`src/rtl/stream_demux_if.sv`:
```
// Handshake bundle for stream_demux: one producer-side stream in, NUM_OUT consumer streams out.
// slave = demux side, master = producer/consumer side.
interface stream_demux_if #(
  parameter int DATA_W  = 8,
  parameter int NUM_OUT = 2,
  parameter int SEL_W   = 1
);
  logic                      in_valid;
  logic                      in_ready;
  logic [DATA_W-1:0]         in_data;
  logic                      in_last;
  logic [SEL_W-1:0]          in_sel;
  logic [NUM_OUT-1:0]        out_valid;
  logic [NUM_OUT-1:0]        out_ready;
  logic [NUM_OUT*DATA_W-1:0] out_data;
  logic [NUM_OUT-1:0]        out_last;
  logic                      err_sel;

  modport master (
    output in_valid, in_data, in_last, in_sel, out_ready,
    input  in_ready, out_valid, out_data, out_last, err_sel
  );

  modport slave (
    input  in_valid, in_data, in_last, in_sel, out_ready,
    output in_ready, out_valid, out_data, out_last, err_sel
  );
endinterface

```
`src/rtl/stream_demux.sv`:
```
// Registered 1:NUM_OUT packet demux; route latched on first beat, held until last is accepted.
// Optional DEMUX_STATS_EN adds per-channel handshake counters and an invalid-select drop counter.
module stream_demux #(
  parameter int DATA_W  = 8,
  parameter int NUM_OUT = 2,
  parameter int SEL_W   = 1
) (
  input  logic               clk,
  input  logic               reset,
  stream_demux_if.slave      bus
`ifdef DEMUX_STATS_EN
  ,
  output logic [NUM_OUT*16-1:0] beat_count,
  output logic [15:0]           drop_count
`endif
);

  if (NUM_OUT < 2 || NUM_OUT > 8 || SEL_W != $clog2(NUM_OUT)) begin : g_bad_param
    $error("stream_demux: NUM_OUT must be 2..8 and SEL_W must equal clog2(NUM_OUT)");
  end

  typedef enum logic {IDLE, ROUTE} state_t;

  state_t                    state;
  logic [SEL_W-1:0]          route_sel;
  logic                      route_bad;
  logic                      err_q;
  logic [NUM_OUT-1:0]        vld_q;
  logic [NUM_OUT-1:0]        last_q;
  logic [NUM_OUT*DATA_W-1:0] dat_q;

  logic [SEL_W-1:0] tgt;
  logic             tgt_ok;
  logic             tgt_free;
  logic             sel_in_range;
  logic             in_ready;
  logic             accept;

  assign sel_in_range = ({1'b0, bus.in_sel} < (SEL_W+1)'(NUM_OUT));

  // An invalid target always accepts so the packet can be swallowed.
  always_comb begin
    tgt      = (state == ROUTE) ? route_sel  : bus.in_sel;
    tgt_ok   = (state == ROUTE) ? ~route_bad : sel_in_range;
    tgt_free = 1'b1;
    for (int k = 0; k < NUM_OUT; k++) begin
      if (tgt_ok && tgt == SEL_W'(k)) begin
        tgt_free = ~vld_q[k] | bus.out_ready[k];
      end
    end
  end

  assign in_ready = ~reset & tgt_free;
  assign accept   = bus.in_valid & in_ready;

  always_ff @(posedge clk) begin
    if (reset) begin
      state     <= IDLE;
      route_sel <= '0;
      route_bad <= 1'b0;
      err_q     <= 1'b0;
      vld_q     <= '0;
      last_q    <= '0;
      dat_q     <= '0;
    end else begin
      err_q <= accept & (state == IDLE) & ~tgt_ok;

      for (int k = 0; k < NUM_OUT; k++) begin
        if (accept && tgt_ok && tgt == SEL_W'(k)) begin
          vld_q[k]                   <= 1'b1;
          last_q[k]                  <= bus.in_last;
          dat_q[k*DATA_W +: DATA_W]  <= bus.in_data;
        end else if (bus.out_ready[k]) begin
          vld_q[k] <= 1'b0;
        end
      end

      case (state)
        IDLE: begin
          if (accept && !bus.in_last) begin
            state     <= ROUTE;
            route_sel <= bus.in_sel;
            route_bad <= ~tgt_ok;
          end
        end
        ROUTE: begin
          if (accept && bus.in_last) begin
            state <= IDLE;
          end
        end
        default: state <= IDLE;
      endcase
    end
  end

  assign bus.in_ready  = in_ready;
  assign bus.out_valid = vld_q;
  assign bus.out_data  = dat_q;
  assign bus.out_last  = last_q;
  assign bus.err_sel   = err_q;

`ifdef DEMUX_STATS_EN
  always_ff @(posedge clk) begin
    if (reset) begin
      beat_count <= '0;
      drop_count <= '0;
    end else begin
      for (int k = 0; k < NUM_OUT; k++) begin
        if (vld_q[k] && bus.out_ready[k]) begin
          beat_count[k*16 +: 16] <= beat_count[k*16 +: 16] + 16'd1;
        end
      end
      if (accept && !tgt_ok) begin
        drop_count <= drop_count + 16'd1;
      end
    end
  end
`endif

endmodule
```
`src/flat_wrapper.sv`:
```
// flat-port wrapper written by rule: the top's interface ports become plain ports
module stream_demux_flat 
#(
  parameter int DATA_W  = 8,
  parameter int NUM_OUT = 2,
  parameter int SEL_W   = 1
)
  (clk, reset, bus_in_valid, bus_in_data, bus_in_last, bus_in_sel, bus_out_ready, bus_in_ready, bus_out_valid, bus_out_data, bus_out_last, bus_err_sel);
  stream_demux_if #(.DATA_W(DATA_W), .NUM_OUT(NUM_OUT), .SEL_W(SEL_W)) bus_i ();
  input  logic clk;
  input  logic reset;
  input wire logic [$bits(bus_i.in_valid)-1:0] bus_in_valid;
  input wire logic [$bits(bus_i.in_data)-1:0] bus_in_data;
  input wire logic [$bits(bus_i.in_last)-1:0] bus_in_last;
  input wire logic [$bits(bus_i.in_sel)-1:0] bus_in_sel;
  input wire logic [$bits(bus_i.out_ready)-1:0] bus_out_ready;
  output wire logic [$bits(bus_i.in_ready)-1:0] bus_in_ready;
  output wire logic [$bits(bus_i.out_valid)-1:0] bus_out_valid;
  output wire logic [$bits(bus_i.out_data)-1:0] bus_out_data;
  output wire logic [$bits(bus_i.out_last)-1:0] bus_out_last;
  output wire logic [$bits(bus_i.err_sel)-1:0] bus_err_sel;
  assign bus_i.in_valid = bus_in_valid;
  assign bus_i.in_data = bus_in_data;
  assign bus_i.in_last = bus_in_last;
  assign bus_i.in_sel = bus_in_sel;
  assign bus_i.out_ready = bus_out_ready;
  assign bus_in_ready = bus_i.in_ready;
  assign bus_out_valid = bus_i.out_valid;
  assign bus_out_data = bus_i.out_data;
  assign bus_out_last = bus_i.out_last;
  assign bus_err_sel = bus_i.err_sel;
  stream_demux #(.DATA_W(DATA_W), .NUM_OUT(NUM_OUT), .SEL_W(SEL_W)) u_core (.clk(clk), .reset(reset), .bus(bus_i));
endmodule
```
`config.mk`:
```
export PLATFORM = sky130hd
export DESIGN_NAME = stream_demux_flat
export DESIGN_NICKNAME = d
export VERILOG_FILES = /design/src/rtl/stream_demux_if.sv /design/src/rtl/stream_demux.sv /design/src/flat_wrapper.sv
export SDC_FILE = /design/constraint.sdc
export NUM_CORES = 1
export LEC_CHECK = 0
export CAP_MARGIN = 20
export CORE_MARGIN = 1
export CORE_UTILIZATION = 39
export DETAILED_ROUTE_END_ITERATION = 10
export HOLD_SLACK_MARGIN = 0.1
export PLACE_DENSITY = 0.73
export SYNTH_ARGS = -nofsm -noshare
export SYNTH_HDL_FRONTEND = slang
export SYNTH_SLANG_ARGS = --single-unit
```
`constraint.sdc`:
```
create_clock -name clk -period 1.5 [get_ports clk]
set_clock_uncertainty 0.15 [all_clocks]
set_input_delay 0.3 -clock clk [delete_from_list [all_inputs] [get_ports clk]]
set_output_delay 0.3 -clock clk [all_outputs]
set_load 0.005 [all_outputs]
```
After elaboration in Yosys (flattened, before gate mapping):

Cells that the tools add are included.
W data, S select, Z words.

* mux-type cells: 11
* bitwise logic cells: 13
* reductions and logical operators: 11

Operators with widths (number)
* $mux W1: 10
* $logic_and A1 B1 Y1: 7
* $not A1 Y1: 7
* $and A1 B1 Y1: 4
* $reduce_bool A2 Y1: 2
* $or A1 B1 Y1: 2
* $pmux W1 S2: 1
* $reduce_and A2 Y1: 1
* $logic_not A1 Y1: 1

* register bits: 24
* output and inout bits: 22
* logic and storage cells: 45

Logic depth before layout (Yosys ltp):

* depth in word-level cells: 10
* depth in mapped cells: 4

Worst setup path after synthesis:

OpenSTA, ideal clock, no wires.

* path kind: register to register
* start point: reg (tool-made name)
* end point: reg u_core.dat_q[0] (netlist: u_core.bus.out_data[0])
* setup time: 119 ps
* data arrival time: 1128 ps
* path slack: 103 ps
* cell stages (with the launch flop): 5
* clock period less this slack: 1397 ps
* path through: dfxtp_1 mux2_4 nand4b_4 buf_6 mux2i_1

RTL lines
* end signal, assigned by index: line stream_demux.sv:72 `dat_q[k*DATA_W +: DATA_W] <= bus.in_data;`
* end, declared: line stream_demux.sv:30 `logic [NUM_OUT*DATA_W-1:0] dat_q;`

Worst setup path after layout:

* start point: reg u_core.vld_q[0] (netlist: u_core.bus.out_valid[0])
* end point: out bus_in_ready

* cells in the longest elaborated chain, start to end: 5

RTL lines
* start, declared: line stream_demux.sv:28 `logic [NUM_OUT-1:0] vld_q;`
* start signal, assigned: line stream_demux.sv:62 `vld_q <= '0;`
* start signal, assigned by index: line stream_demux.sv:70 `vld_q[k] <= 1'b1;`
* start signal, assigned by index: line stream_demux.sv:74 `vld_q[k] <= 1'b0;`
* $not A1 Y1: line stream_demux.sv:48 `tgt_free = ~vld_q[k] | bus.out_ready[k];`
* $or A1 B1 Y1: line stream_demux.sv:48
* $mux W1 (2 in a row): line stream_demux.sv:47 `if (tgt_ok && tgt == SEL_W'(k)) begin`
* $and A1 B1 Y1: line stream_demux.sv:53 `assign in_ready = ~reset & tgt_free;`
* end, declared: line flat_wrapper.sv:17 `output wire logic [$bits(bus_i.in_ready)-1:0] bus_in_ready;`

Every way passes these cells.

==> impl_results.md <==
* Maxcap violations at 0
* Final min period at 1742 ps
* Worst-path clk slew at 130 ps
* Crit end category: primary output
* Port buffer count at 36
* Clk_lat worst skew at 310 ps
* Full die area at 2886 um2
* Inst Count DP at 175
* Worst hold margin at 334.0 ps
* Top post-synthesis cells by area: dfxtp_1, mux2i_1, nand2b_1
* Period Utilization, post-route at 1.162
* CTS Hold Bufs at 0
* Top-count cell post-synth: dfxtp_1
* EDFF count, synth at 0
* Final Max Tran Viols at 0
* Comb power frac at 0.195
* Post-synth ARST share at 0
* ANT cells at 0
* Height of the die at 53.73 um
* NumNets Final at 169
* Final wirelength at 2637 um
* Vias at 929
* Initial drt markers at 14
* Min-Delay Path Class: in2reg
* H-tree Lvls at 1
* Peak supply drop at 0.5902 mV
* Worst reg-to-reg setup slack at -130 ps
* Syn nets at 115
* Clock power share at 0.228
* Leak at 0.0008367 uW
* Status: complete, but fails checks
* CTS Buf Count at 3
* Total grt overflow at 0
* Non-filler cells, final at 182
* Sequential cell area at 506.7 um2
* Post-synth top cells: dfxtp_1, nand2b_1, mux2i_1
* Cell taking the most area after synthesis: dfxtp_1
* Violated checks: setup timing
* Cell Area, Synth at 1044 um2
* Drt drc at 0
* Routed len/inst at 14.49 um
* Critical path startpoint category: flip-flop
* GRT Resource Usage Total at 0.2062
* Avg Synthesized Cell Area at 10.44 um2
* Worst setup path end: bus_in_ready
* Number of synthesized register bits at 24
* Initial core utilization at 0.4174
* CP Data Required Time at 1050 ps
* Synth Instances at 100
* Die Span X at 53.73 um
* Hold Crit Start: bus_in_valid
* GPL Wtd Cong at 0.8385
* HPWL Detailed at 1785 um
* Largest net degree at the start of global routing at 16
* I/O pins at 37
* PwrDens at 744.8 nW/um2
* CTS sink cnt at 24
* Core ar. at 2500 um2
* Synth warn at 0
* Setup_tns at -996.6 ps
* CTS tree: done
* P_sw at 296.2 uW
* Reg2reg path depth at 5
* CP Launch Point: u_core.bus.out_valid[0]
* CP Max Fanout at 3
* Setup WS post-layout at -242.4 ps
* Detailed Routing Iterations Pass 1 at 4
* Sequential Power Share at 0.577
* Crit path DAT at 1290 ps
* Share of cells above drive strength 1 at 0.3224
* RSZ-0062 raised after global routing: true
* Root Buffer: clkbuf_4
* Initial antenna violation count at 0
* Vias in the first global route at 974
* CTS max path bufs at 2
* Critical R2R Capture: u_core.bus.out_data[13]
* Internal power at 916.2 uW
* Final Setup Violations at 10
* Final hold violation count at 0
* Sw frac at 0.2443
* Multi-input logic area at 558.0 um2
* Vias per cell at 5.104
* Fmax at 573.9 MHz
* Share of the synthesized area in the top cell type at 0.4604
* Count of different cell masters after synthesis at 24
* Setup CP Type: reg2out
* Final core utilization at 0.6512
* # rows at 18
* First-pass GRT wire length at 4271 um
* FILL cells at 225
* Prevailing post-synth register cell: dfxtp_1
* Area growth from synthesis to layout at 56.00%
* Antenna Nets Post-Route at 0
* Register area share after synthesis at 0.4604
-- layer usage --
| layer | vias up | share of wire | GRT usage |
|---|---|---|---|
| met5 | - | 0 | 0 |
| met4 | 0 | 0.0087 | 0.05702 |
| met3 | 2 | 0.058 | 0.05367 |
| met2 | 30 | 0.52 | 0.3868 |
| met1 | 457 | 0.41 | 0.2238 |
| li1 | 440 | - | - |
-- cells in the final DEF, fill, tap and decap left out, drive strengths merged, types with 2 or more instances in the layout --
cell           count
dlygate4sd2       25
dfxtp             24
nand2b            22
mux2i             19
buf               16
inv                9
clkdlybuf4s50      9
clkbuf             4
a21oi              3
nand3b             2
nand4b             2
o311ai             2
nor3b              2
-- through the flow --
| step | setup WS [ps] | area, um2 | power (uW) |
|---|---|---|---|
| after detailed placement | -721.2 | 1525 | 948.9 |
| after floorplan | 102.8 | 1044 | 801.3 |
| after global routing | -315.0 | 1628 | 1267 |
| after global placement | -660.9 | 1525 | 940.8 |
| final | -242.4 | 1628 | 1212 |
| after CTS | -261.4 | 1623 | 1217 |
-- what timing repair did --
action | in CTS | in global routing
resized for setup | 54 | 10
pin swaps | 4 | 2
buffers inserted | 3 | 0
endpoints found under the setup margin | 43 | 20
gates cloned | 2 | 0
-- cells by family after synthesis --
kind of cell / synth area share
other: 0.003594
buffers and inverters: 0.05756
AOI/OAI and AO/OA: 0.04437
muxes: 0.1966
DFF: 0.4604
and+or+nand+nor: 0.2374
-- how the worst min path moves through the flow --
stage / endpoint / slack (ps) / cells past startpoint
after floorplan: u_core.bus.out_data[0] / 300 / 2
after global placement: u_core.bus.out_data[7] / 310 / 2
after detailed placement: u_core.bus.out_data[5] / 320 / 2
after CTS: flip-flop / 320 / 3
after global routing: u_core.bus.out_last[1] / 350 / 2
final: flip-flop / 330 / 3
-- sequential cells by signal (all words and copies together), names as in the netlist, named ones only --
signal                count
u_core.route_sel          1
u_core.bus.out_last       2
u_core.bus.out_data      16
u_core.bus.out_valid      2
u_core.route_bad          1
u_core.bus.err_sel        1
-- power groups by stage --
stage	Sequential, uW	Combinational, uW	Clock, uW
floorplan	711	89.9	0
global placement	707	234	0
detailed placement	709	240	0
CTS	700	236	282
global route	704	257	307
finish	699	237	277
-- layout make-up --
| cell class | count | area share |
|---|---|---|
| multi-input combinational | 64 | 0.3428 |
| timing repair buffer | 52 | 0.2882 |
| sequential | 24 | 0.3113 |
| inverter | 9 | 0.02075 |
| tap | 30 | 0.02306 |
| clock buffer | 3 | 0.01384 |
-- critical path: stages (launching register included) --
cell      delay, ps
dfxtp_2         350
or3b_1          360
nand3b_1         90
a21oi_1          60
buf_2           130
No activity file was read; power rests on OpenSTA's default activity.
==> edit: new RTL, same settings <==
`DATA_W` is set to 8 in 3 places; all go to 6.
--- a/src/rtl/stream_demux_if.sv
+++ b/src/rtl/stream_demux_if.sv
@@ -3,3 +3,3 @@
 interface stream_demux_if #(
-  parameter int DATA_W  = 8,
+  parameter int DATA_W  = 6,
   parameter int NUM_OUT = 2,
--- a/src/rtl/stream_demux.sv
+++ b/src/rtl/stream_demux.sv
@@ -3,3 +3,3 @@
 module stream_demux #(
-  parameter int DATA_W  = 8,
+  parameter int DATA_W  = 6,
   parameter int NUM_OUT = 2,
--- a/src/flat_wrapper.sv
+++ b/src/flat_wrapper.sv
@@ -3,3 +3,3 @@
 #(
-  parameter int DATA_W  = 8,
+  parameter int DATA_W  = 6,
   parameter int NUM_OUT = 2,
Ports: changed (resized bus_in_data and bus_out_data); port bits go from 37 to 31. No check against the original RTL was run, so the function may have changed too.
==> edit against the unedited design <==
- the flow still finishes with violations (setup timing)
- register-to-register slack worse by 0.12 ns
- area after synthesis down 15%
- combinational power up 62%
- sequential cell count down 4
- maximum frequency down 2.3%
- sequential share of layout area down 3.1 points
- cell area down 7.5%
- critical path depth unchanged
- worst setup slack worse by 0.042 ns
- total power up 5.6%
- first-iteration DRC count unchanged
- routed wire length down 17%
- critical endpoint unchanged
==> edit: results (changes against the unedited design) <==
- H-tree depth: 1 (unchanged)
- Initial antenna violation count: 0 (unchanged)
- Cell taking the most area after synthesis: dfxtp_1
- Setup violators final: 19 (+9)
- Area contributors post-synth: dfxtp_1, mux2i_1, nand2b_1
- Worst-path clk slew: 0.11 ns (-0.02 ns)
- Final WL: 2190 µm (-17%)
- Total GRT Usage: 18.5% (-2.1 points)
- Largest net degree at the start of global routing: 28 (+12)
- Iteration count of the initial detailed-routing pass: 4 (unchanged)
- Global placer's final weighted congestion: 0.824 (-1.7%)
- DRT iter0 DRCs: 14 (unchanged)
- Synth top cells by count: dfxtp_1, nand2b_1, mux2i_1
- Largest register FFs: 12 (-4)
- VDD IR-drop max: 0.000679 V (+15%)
- Max clock buf depth: 2 (unchanged)
- Crit-path max FO: 4 (+1)
- Port Buf Inserts: 30 (-17%)
- Violated checks: setup timing
- Count of cell types in the netlist: 21 (-13%)
- Status: complete, but fails checks
- Slowest-stage cell, CP: dfxtp_4
- Cells after Synth: 86 (-14%)
- # fillers: 158 (-30%)
- Via Count: 769 (-17%)
- YS warnings: 0 (unchanged)
- Family with the most delay on the worst path: flip-flops
- Post-DP HPWL: 1460 µm (-18%)
- Hold WC Path Type: register to register
- Register area share after synthesis: 45.1% (-0.91 points)
- Synth Net Count: 99 (-14%)
- ANT cells: 0 (unchanged)
- Async S/R FF share, synth: 0% (unchanged)
- Via density: 4.69 (-8.1%)
- Layout cells sized above 1: 41.6% (+9.4 points)
- Clk root buf: clkbuf_4
- Nets: 151 (-11%)
- Global-route wire length before repair: 3530 µm (-17%)
- Worst setup margin: -0.284 ns (-0.0419 ns)
- Total CTS buffers: 3 (unchanged)
- Clk_lat worst skew: 0.29 ns (-0.02 ns)
- Slowest cell delay on critical path: 0.39 ns (+0.03 ns)
- Pleak: 0.740 nW (-12%)
- Placed insts: 155 (-11%)
- Worst EP arrival: 1.33 ns (+0.04 ns)
edit: cell type report:
cell class / count / share of cell area (%)
multi-input cells: 61 / 36.3
repair buffers: 51 / 30.7
flip-flops and latches: 20 / 28.1
clock buffers: 4 / 2.41
well taps: 27 / 2.24
inverters: 1 / 0.249
edit: where the power goes:
| group | internal (mW) | switching [mW] |
|---|---|---|
| Sequential | 0.570 | 0.0198 |
| Clock | 0.148 | 0.160 |
| Combinational | 0.221 | 0.161 |
edit: repair_timing:
item / CTS / global route
setup buffers: 4 / 2
gates resized for setup: 49 / 11
pin swaps: 5 / 7
endpoints found under the hold margin: 0 / 0
cloned: 0 / 0
endpoints found under the setup margin: 37 / 20
edit: worst register-to-register path: cells and delay by family (launching register included):
kind                   cells  cell delay, ns
AND/OR/NAND/NOR            2            0.27
multiplexers               2            0.52
AO/OA/AOI/OAI              1            0.11
flip-flops                 1            0.39
buffers and inverters      2            0.25
edit: worst paths after layout:
path                          startpoint                endpoint  slack [ns]  cells past startpoint
setup / recovery                register            bus_in_ready       -0.28                      4
hold / removal    u_core.bus.out_last[1]  u_core.bus.out_last[1]        0.33                      2
setup reg to reg                register  u_core.bus.out_data[6]       -0.25                      7
hold reg to reg   u_core.bus.out_last[1]  u_core.bus.out_last[1]        0.33                      2
edit: stage by stage:
step / setup slack, ns / instance area, µm² / setup TNS, ns
after floorplan: 0.000298 / 892 / 0
after global placement: -0.665 / 1340 / -8.37
after detailed placement: -0.721 / 1340 / -9.42
after CTS: -0.283 / 1460 / -3.00
after global routing: -0.342 / 1510 / -4.04
final: -0.284 / 1510 / -2.80
edit: logic make-up (layout without fill, tap and decap cells):
family,Yosys count,in the layout,synth area share [%]
AND/OR/NAND/NOR,34,34,23.3
flip-flops,20,20,45.1
multiplexers,16,16,18.2
AO/OA/AOI/OAI,10,10,10.0
buffers and inverters,5,56,2.96
other,1,1,0.423
edit: metal layers:
| layer | wire length [µm] | part of all wire [%] | global-route usage (%) |
|---|---|---|---|
| met5 | 0 | 0 | 0 |
| met4 | 14 | 0.64 | 4.29 |
| met2 | 1160 | 53 | 32.0 |
| met1 | 942 | 43 | 23.4 |
| met3 | 79 | 3.6 | 3.70 |
